## config.mk

```make
export PLATFORM = sky130hd
export DESIGN_NAME = rom_arbiter_flat
export DESIGN_NICKNAME = d
export VERILOG_FILES = /design/src/rtl/rom_arb_pkg.sv /design/src/rtl/rom_arb_if.sv /design/src/rtl/rom_arb_starve_cnt.sv /design/src/rtl/rom_arbiter.sv /design/src/flat_wrapper.sv
export SDC_FILE = /design/constraint.sdc
export NUM_CORES = 1
export LEC_CHECK = 0
export BUFFER_PORTS_ARGS = -buffer_cell sky130_fd_sc_hd__buf_2
export CAP_MARGIN = 40
export CORE_UTILIZATION = 42
export CTS_CLUSTER_SIZE = 10
export DETAILED_ROUTE_END_ITERATION = 10
export PLACE_DENSITY = 0.8
export SYNTH_ARGS = -nofsm -noshare
export SYNTH_HDL_FRONTEND = slang
export SYNTH_SLANG_ARGS = --single-unit
```

## constraint.sdc

```tcl
create_clock -name clk -period 2 [get_ports clk]
set_input_delay 0.4 -clock clk [delete_from_list [all_inputs] [get_ports clk]]
set_output_delay 0.4 -clock clk [all_outputs]
set_load 0.03 [all_outputs]
```

## src/rtl/rom_arb_pkg.sv

```systemverilog
// Shared types and constants for the instruction-ROM arbiter.
// Optional ROM_ARB_RR_EN selects round-robin instead of fixed IF priority.
package rom_arb_pkg;

    typedef enum logic {
        OWN_IF = 1'b0,
        OWN_LS = 1'b1
    } owner_e;

    localparam int STARVE_MAX_DEF = 4;
    localparam int CNT_W          = 4;

    function automatic logic cnt_sat(input logic [CNT_W-1:0] c);
        return &c;
    endfunction

endpackage

```

## src/rtl/rom_arb_if.sv

```systemverilog
// Requester/ROM bundle of the arbiter; slave = arbiter, master = SOPC side.
// Signal names keep the SOPC wiring names.
interface rom_arb_if #(
    parameter int ADDR_W = 32,
    parameter int DATA_W = 32
);
    logic              if_req_i;
    logic [ADDR_W-1:0] if_addr_i;
    logic              if_gnt_o;
    logic              if_rvalid_o;
    logic [DATA_W-1:0] if_rdata_o;

    logic              ls_req_i;
    logic [ADDR_W-1:0] ls_addr_i;
    logic              ls_gnt_o;
    logic              ls_rvalid_o;
    logic [DATA_W-1:0] ls_rdata_o;

    logic              rom_ce_o;
    logic [ADDR_W-1:0] rom_addr_o;
    logic [DATA_W-1:0] rom_data_i;

    modport slave (
        input  if_req_i, if_addr_i,
        input  ls_req_i, ls_addr_i,
        input  rom_data_i,
        output if_gnt_o, if_rvalid_o, if_rdata_o,
        output ls_gnt_o, ls_rvalid_o, ls_rdata_o,
        output rom_ce_o, rom_addr_o
    );

    modport master (
        output if_req_i, if_addr_i,
        output ls_req_i, ls_addr_i,
        output rom_data_i,
        input  if_gnt_o, if_rvalid_o, if_rdata_o,
        input  ls_gnt_o, ls_rvalid_o, ls_rdata_o,
        input  rom_ce_o, rom_addr_o
    );

endinterface

```

## src/rtl/rom_arb_starve_cnt.sv

```systemverilog
// Saturating wait counter for the load port; force_o requests a forced grant.
// Clears on grant or when the request is withdrawn.
import rom_arb_pkg::*;

module rom_arb_starve_cnt #(
    parameter int STARVE_MAX = STARVE_MAX_DEF
) (
    input  logic clk,
    input  logic rst,
    input  logic req_i,
    input  logic gnt_i,
    output logic force_o
);

    logic [CNT_W-1:0] r_cnt;

    always_ff @(posedge clk or negedge rst) begin
        if (!rst) begin
            r_cnt <= '0;
        end else if (!req_i || gnt_i) begin
            r_cnt <= '0;
        end else if (!cnt_sat(r_cnt)) begin
            r_cnt <= r_cnt + 1'b1;
        end
    end

    assign force_o = (r_cnt == CNT_W'(STARVE_MAX));

endmodule

```

## src/rtl/rom_arbiter.sv

```systemverilog
// Shares the instruction ROM between CPU fetch (IF) and load-side reads (LS).
// Define ROM_ARB_RR_EN for round-robin; default is IF priority + starvation cap.
import rom_arb_pkg::*;

module rom_arbiter #(
    parameter int ADDR_W     = 32,
    parameter int DATA_W     = 32,
    parameter int STARVE_MAX = STARVE_MAX_DEF
) (
    input  logic     clk,
    input  logic     rst,
    rom_arb_if.slave bus
);

    logic              w_force;
    logic              w_ls_pref;
    logic              w_if_win;
    logic              w_ls_win;
    logic              w_grant;
    owner_e            w_owner;
    logic [ADDR_W-1:0] w_addr;

    logic              r_rvalid;
    owner_e            r_owner;
    logic [DATA_W-1:0] r_if_rdata;
    logic [DATA_W-1:0] r_ls_rdata;

    rom_arb_starve_cnt #(
        .STARVE_MAX (STARVE_MAX)
    ) u_starve (
        .clk     (clk),
        .rst     (rst),
        .req_i   (bus.ls_req_i),
        .gnt_i   (w_ls_win),
        .force_o (w_force)
    );

`ifdef ROM_ARB_RR_EN
    owner_e r_rr_last;

    always_ff @(posedge clk or negedge rst) begin
        if (!rst) begin
            r_rr_last <= OWN_LS;
        end else if (w_grant) begin
            r_rr_last <= w_owner;
        end
    end

    assign w_ls_pref = (r_rr_last == OWN_IF) | w_force;
`else
    assign w_ls_pref = w_force;
`endif

    // rst gates the grants so nothing leaks out while reset is held
    assign w_ls_win = rst & bus.ls_req_i & (~bus.if_req_i | w_ls_pref);
    assign w_if_win = rst & bus.if_req_i & ~w_ls_win;
    assign w_grant  = w_if_win | w_ls_win;
    assign w_owner  = w_ls_win ? OWN_LS : OWN_IF;

    always_comb begin
        w_addr = '0;
        unique case (1'b1)
            w_ls_win: w_addr = bus.ls_addr_i;
            w_if_win: w_addr = bus.if_addr_i;
            default:  w_addr = '0;
        endcase
    end

    // Per-port data registers so the idle port keeps its last word
    always_ff @(posedge clk or negedge rst) begin
        if (!rst) begin
            r_rvalid   <= 1'b0;
            r_owner    <= OWN_IF;
            r_if_rdata <= '0;
            r_ls_rdata <= '0;
        end else begin
            r_rvalid <= w_grant;
            if (w_grant) begin
                r_owner <= w_owner;
            end
            if (w_if_win) begin
                r_if_rdata <= bus.rom_data_i;
            end
            if (w_ls_win) begin
                r_ls_rdata <= bus.rom_data_i;
            end
        end
    end

    assign bus.if_gnt_o    = w_if_win;
    assign bus.ls_gnt_o    = w_ls_win;
    assign bus.rom_ce_o    = w_grant;
    assign bus.rom_addr_o  = w_addr;
    assign bus.if_rvalid_o = r_rvalid & (r_owner == OWN_IF);
    assign bus.ls_rvalid_o = r_rvalid & (r_owner == OWN_LS);
    assign bus.if_rdata_o  = r_if_rdata;
    assign bus.ls_rdata_o  = r_ls_rdata;

endmodule

```

## src/flat_wrapper.sv

```systemverilog
// flat-port wrapper written by rule: the top's interface ports become plain ports
module rom_arbiter_flat 
#(
    parameter int ADDR_W     = 32,
    parameter int DATA_W     = 32,
    parameter int STARVE_MAX = STARVE_MAX_DEF
)
  (clk, rst, bus_if_req_i, bus_if_addr_i, bus_ls_req_i, bus_ls_addr_i, bus_rom_data_i, bus_if_gnt_o, bus_if_rvalid_o, bus_if_rdata_o, bus_ls_gnt_o, bus_ls_rvalid_o, bus_ls_rdata_o, bus_rom_ce_o, bus_rom_addr_o);
  rom_arb_if #(.ADDR_W(ADDR_W), .DATA_W(DATA_W)) bus_i ();
  input  logic clk;
  input  logic rst;
  input wire logic [$bits(bus_i.if_req_i)-1:0] bus_if_req_i;
  input wire logic [$bits(bus_i.if_addr_i)-1:0] bus_if_addr_i;
  input wire logic [$bits(bus_i.ls_req_i)-1:0] bus_ls_req_i;
  input wire logic [$bits(bus_i.ls_addr_i)-1:0] bus_ls_addr_i;
  input wire logic [$bits(bus_i.rom_data_i)-1:0] bus_rom_data_i;
  output wire logic [$bits(bus_i.if_gnt_o)-1:0] bus_if_gnt_o;
  output wire logic [$bits(bus_i.if_rvalid_o)-1:0] bus_if_rvalid_o;
  output wire logic [$bits(bus_i.if_rdata_o)-1:0] bus_if_rdata_o;
  output wire logic [$bits(bus_i.ls_gnt_o)-1:0] bus_ls_gnt_o;
  output wire logic [$bits(bus_i.ls_rvalid_o)-1:0] bus_ls_rvalid_o;
  output wire logic [$bits(bus_i.ls_rdata_o)-1:0] bus_ls_rdata_o;
  output wire logic [$bits(bus_i.rom_ce_o)-1:0] bus_rom_ce_o;
  output wire logic [$bits(bus_i.rom_addr_o)-1:0] bus_rom_addr_o;
  assign bus_i.if_req_i = bus_if_req_i;
  assign bus_i.if_addr_i = bus_if_addr_i;
  assign bus_i.ls_req_i = bus_ls_req_i;
  assign bus_i.ls_addr_i = bus_ls_addr_i;
  assign bus_i.rom_data_i = bus_rom_data_i;
  assign bus_if_gnt_o = bus_i.if_gnt_o;
  assign bus_if_rvalid_o = bus_i.if_rvalid_o;
  assign bus_if_rdata_o = bus_i.if_rdata_o;
  assign bus_ls_gnt_o = bus_i.ls_gnt_o;
  assign bus_ls_rvalid_o = bus_i.ls_rvalid_o;
  assign bus_ls_rdata_o = bus_i.ls_rdata_o;
  assign bus_rom_ce_o = bus_i.rom_ce_o;
  assign bus_rom_addr_o = bus_i.rom_addr_o;
  rom_arbiter #(.ADDR_W(ADDR_W), .DATA_W(DATA_W), .STARVE_MAX(STARVE_MAX)) u_core (.clk(clk), .rst(rst), .bus(bus_i));
endmodule
```

* Yosys cells after proc, flatten, opt, wreduce, memory -nomap -nowiden
Cells that the tools add are included.
Operators by class: equal/unequal tests 2, add/sub/neg operators 1, reduce and logical (&&, ||, !) cells 3, bitwise gates (word level) 11, muxes and demuxes 4
Operators by type and width (number):
- 32-bit case mux with 2 select lines | 1
- 4-bit 2-to-1 mux | 2
- 1-bit AND | 6
- 4-bit by 1-bit adder with 4-bit output, second input constant | 1
- 4-bit by 3-bit == test with 1-bit output, second input constant | 1
- 4-bit AND reduction | 1
- 1-bit inverter | 3
- 2-bit != test, second input constant | 1
- 1-bit bitwise OR | 2
- 1-bit zero test | 1
- 1-bit logical OR | 1
- 1-bit 2-to-1 mux | 1
Storage, ports and cells: output and inout port bits 101, word-level logic and storage cells 26, bits in registers 70, input port bits 100

* Longest topological paths before layout
word-level depth 6, mapped depth 7, depth with buffers taken out 5

* Cells and area by module
A second synthesis with hierarchy kept.
Unflattened totals: cell total of the unflattened synthesis 284, area, all modules 3387.0 um2
Modules (own cells, without submodules):
- rom_arbiter | seq. area each 1651.6 um2, area each 3139.3 um2, cells an instance 260, times used 1
- rom_arb_starve_cnt | seq. area each 100.1 um2, area each 247.7 um2, cells an instance 24, times used 1

* Worst setup path before layout
Ideal clock, no wire load.
path type flip-flop to output port, start register u_core.u_starve.r_cnt[0], end output port bus_rom_addr_o[0], arrival time 1.658 ns, buffers on the path 2, setup slack -0.058 ns, required time 1.600 ns, cell stages (with the launch flop) 8, cells stage by stage dfrtp_1 inv_1 ha_1 and3b_1 a21oi_2 buf_6 buf_4 a22o_1
On the way: cells in the longest elaborated chain, start to end 6
Ends and longest elaborated chain:
- start: declaration | line rom_arb_starve_cnt.sv:15 | logic [CNT_W-1:0] r_cnt;
- start signal: assignment | line rom_arb_starve_cnt.sv:23 | r_cnt <= r_cnt + 1'b1;
- 4-bit by 3-bit == test with 1-bit output | line rom_arb_starve_cnt.sv:27 | assign force_o = (r_cnt == CNT_W'(STARVE_MAX));
- 1-bit bitwise OR | line rom_arbiter.sv:55 | assign w_ls_win = rst & bus.ls_req_i & (~bus.if_req_i | w_ls_pref);
- 1-bit AND | line rom_arbiter.sv:55
- 1-bit inverter | line rom_arbiter.sv:56 | assign w_if_win = rst & bus.if_req_i & ~w_ls_win;
- 1-bit AND | line rom_arbiter.sv:56
- via bus_if_gnt_o | line flat_wrapper.sv:17 | output wire logic [$bits(bus_i.if_gnt_o)-1:0] bus_if_gnt_o;
- 32-bit case mux with 2 select lines | line rom_arbiter.sv:62 | unique case (1'b1)
- end: declaration | line flat_wrapper.sv:24 | output wire logic [$bits(bus_i.rom_addr_o)-1:0] bus_rom_addr_o;
The timed path passes the listed nets, and every way through them passes these cells.

* Final worst setup path
start register u_core.u_starve.r_cnt[0], end output port bus_rom_addr_o[22]
On the way: cells in the longest elaborated chain, start to end 6
Ends and longest elaborated chain (line):
- 4-bit by 3-bit == test with 1-bit output * | rom_arb_starve_cnt.sv:27
- 1-bit bitwise OR * | rom_arbiter.sv:55
- 1-bit AND * | rom_arbiter.sv:55
- 1-bit inverter | rom_arbiter.sv:56
- 1-bit AND | rom_arbiter.sv:56
- 32-bit case mux with 2 select lines * | rom_arbiter.sv:62
Every way passes the cells marked *; elsewhere a longest branch is shown, timed or not.

==> results_dict.tcl <==
set metrics [dict create \
    status "finished, violations left" \
    violations "setup timing" \
    rows 31 \
    yosysWarnings 0 \
    yosysMostFrequentCell "dfrtp_1" \
    numPortBuffers 200 \
    p_int_uw 2910 \
    rsz0062_at_grt "yes" \
    peakVddDrop_uv 728 \
    synth.net_count 311 \
    power_density_nw_per_um2 877 \
    cts_tree "done" \
    worstMarginPinSlew_ns 0.448 \
    clock_sinks 70 \
    fin_crit_sh_pct 115 \
    holdCritPathClass "in -> async" \
    fin_ws_ns -0.299 \
    place.detailed.hpwl_um 6340 \
    clk_pin_slew_ns 0.08 \
    r2r_cells 8 \
    skew_ns 0.0121 \
    final_core_util_pct 70.6 \
    drc_errors 0 \
    firstDrtPassIters 4 \
    clock_tree.root_cell "clkbuf_8" \
    maxSlewHeadroom_pct 70.1 \
    synth_common_cells "dfrtp_1, mux2_2, a22o_1" \
    wl_per_cell_um 17.1 \
    synthTopCellsByArea "dfrtp_1, mux2_2, a22o_1" \
    whs_ns 0.160 \
    finalMaxSlewViolations 0 \
    cp_data_required_time_ns 1.60 \
    clock_latency_ns 0.34 \
    critical_path_arrival_ns 1.90 \
    ys_seq_elements 70 \
    area_growth_pct 62.8 \
    synth_top_area_cell "dfrtp_1" \
    grt_pass1_vias 2722 \
    grt_max_degree 39 \
    crit_type "reg -> out" \
    hold_viol 0 \
    vias_per_cell 5.06 \
    synth_edf_count 0 \
    period_minus_slack_ns 2.30 \
    vias 2740 \
    clkPwrFrac_pct 26.1 \
    maxCapViolCount 0 \
    fmax_mhz 435 \
    setup_violations 45 \
    io_pins 201 \
    seq_area_frac_synth_pct 56.0 \
    gr-total-overflow 0 \
    grt_antenna_before_repair 1 \
    critPathCaptureType "output pin" \
    hold_buffers 0 \
    die_x_um 88.3 \
    final_net_count 539 \
    crit_fanout 12 \
    avgSynthCellArea_um2 15.0 \
    cts-buffers-inserted 9 \
    synth-main-ff-cell "dfrtp_1" \
    power_leakage_uw 0.00258 \
    ant_nets 0 \
    grt_pass1_wl_um 13400 \
    syn_area_um2 3130 \
    seq_power_share_pct 39.6 \
    drtIter0Drc 37 \
    die_area_um2 7790 \
    drive_gt1_share_pct 77.6 \
    synthDistinctLibCells 27 \
    synthCells 209 \
    coreArea_um2 7210 \
    power_switching_uw 1550 \
    die_h_um 88.3 \
    grt_usage_pct 23.3 \
    cts-htree-levels 3 \
    synth_top_area_share_pct 56.0 \
    cp-start-kind "register" \
    clk_path_buf_depth 2 \
    synthArstFlopShare_pct 100 \
    initial_core_util_pct 43.3 \
    combPwrFrac_pct 34.3 \
    wl_um 9250 \
    netSwitchingFraction_pct 34.7 \
    gp_congestion 0.745 \
]
final timing paths:
path / from / end / slack (ns)
min reg2reg: u_core.bus.ls_rdata_o[3] / u_core.bus.ls_rdata_o[3] / 0.49
max reg2reg: u_core.u_starve.r_cnt[0] / u_core.bus.if_rdata_o[9] / -0.03
min: rst / u_core.bus.ls_rdata_o[24] / 0.16
max: u_core.u_starve.r_cnt[0] / bus_rom_addr_o[22] / -0.30
max in group asynchronous: rst / u_core.bus.ls_rdata_o[6] / 1.51
min in group clk: bus_rom_data_i[27] / u_core.bus.if_rdata_o[27] / 0.30
registers in the layout, summed over array words and instances (netlist names):
register / count
u_core.bus.if_rdata_o: 32
u_core.bus.ls_rdata_o: 32
u_core.r_owner: 1
u_core.r_rvalid: 1
u_core.u_starve.r_cnt: 4
area by class of cell:
cell class | count | area [µm²]
fill | 508 | 2120
clock inverter | 5 | 56.3
antenna | 1 | 2.50
sequential | 70 | 1750
inverter | 4 | 15.0
multi-input combinational | 121 | 1440
clock buffer | 11 | 151
tap | 99 | 124
timing repair buffer | 231 | 1550
cell usage in the layout, fill, tap and decap left out, types with 3 or more instances in the layout:
cell type / instances
buf_12: 5
a22o_2: 15
mux2_1: 6
mux2_4: 17
buf_2: 166
a22o_4: 14
mux2_2: 42
a22o_1: 3
buf_6: 34
buf_4: 22
clkbuf_8: 11
dfrtp_1: 70
metal layers:
layer | GRT usage, % | vias up | wire length, µm
met5 | 0 | - | 0
li1 | - | 1237 | -
met1 | 24.9 | 1341 | 3430
met4 | 10.7 | 0 | 239
met2 | 42.6 | 141 | 4880
met3 | 6.44 | 21 | 706
logic make-up (layout without fill, tap and decap cells):
family                   Yosys count  in the layout  share of synthesized area [%]
adder cells (fa/ha/maj)            2              2                          0.800
AO/OA/AOI/OAI                     40             40                           11.0
flip-flops                        70             70                           56.0
multiplexers                      65             65                           25.4
other                              0              1                              0
AND/OR/NAND/NOR                   13             13                           2.64
buffers and inverters             18            251                           3.84
XOR/XNOR                           1              1                          0.280
repair_timing:
| item | in CTS | in global routing |
|---|---|---|
| hold endpoints to repair | 0 | 0 |
| pin swaps | 1 | 4 |
| gates resized for setup | 80 | 17 |
| buffers inserted | 17 | 5 |
| gates cloned | 2 | 1 |
| setup endpoints to repair | 34 | 68 |
per-stage QoR:
stage / total power, µW / instance area (µm²) / setup TNS (ns) / cells / setup slack (ns)
after global placement: 3160 / 4340 / 0 / 506 / 0.0535
after floorplan: 2690 / 3160 / 0 / 209 / 0.00858
after CTS: 4470 / 5000 / -8.25 / 540 / -0.283
after global routing: 4660 / 5090 / -13.36 / 542 / -0.381
after detailed placement: 3190 / 4340 / 0 / 506 / 0.0295
final: 4460 / 5090 / -9.39 / 542 / -0.299
power groups by stage:
stage / clock, µW / sequential, µW / combinational [µW]
2_1_floorplan: 0 / 2240 / 450
3_3_place_gp: 0 / 1780 / 1380
3_5_place_dp: 0 / 1790 / 1410
4_1_cts: 1190 / 1770 / 1510
5_1_grt: 1250 / 1800 / 1610
6_report: 1170 / 1770 / 1530
critical path: stages (launching register included):
cell and delay, ns:
dfrtp_1 0.37, inv_2 0.06, ha_4 0.15, and3b_2 0.23
a21oi_4 0.25, buf_6 0.20, a22o_2 0.17, buf_6 0.13
Power figures use the tool's default switching activity.
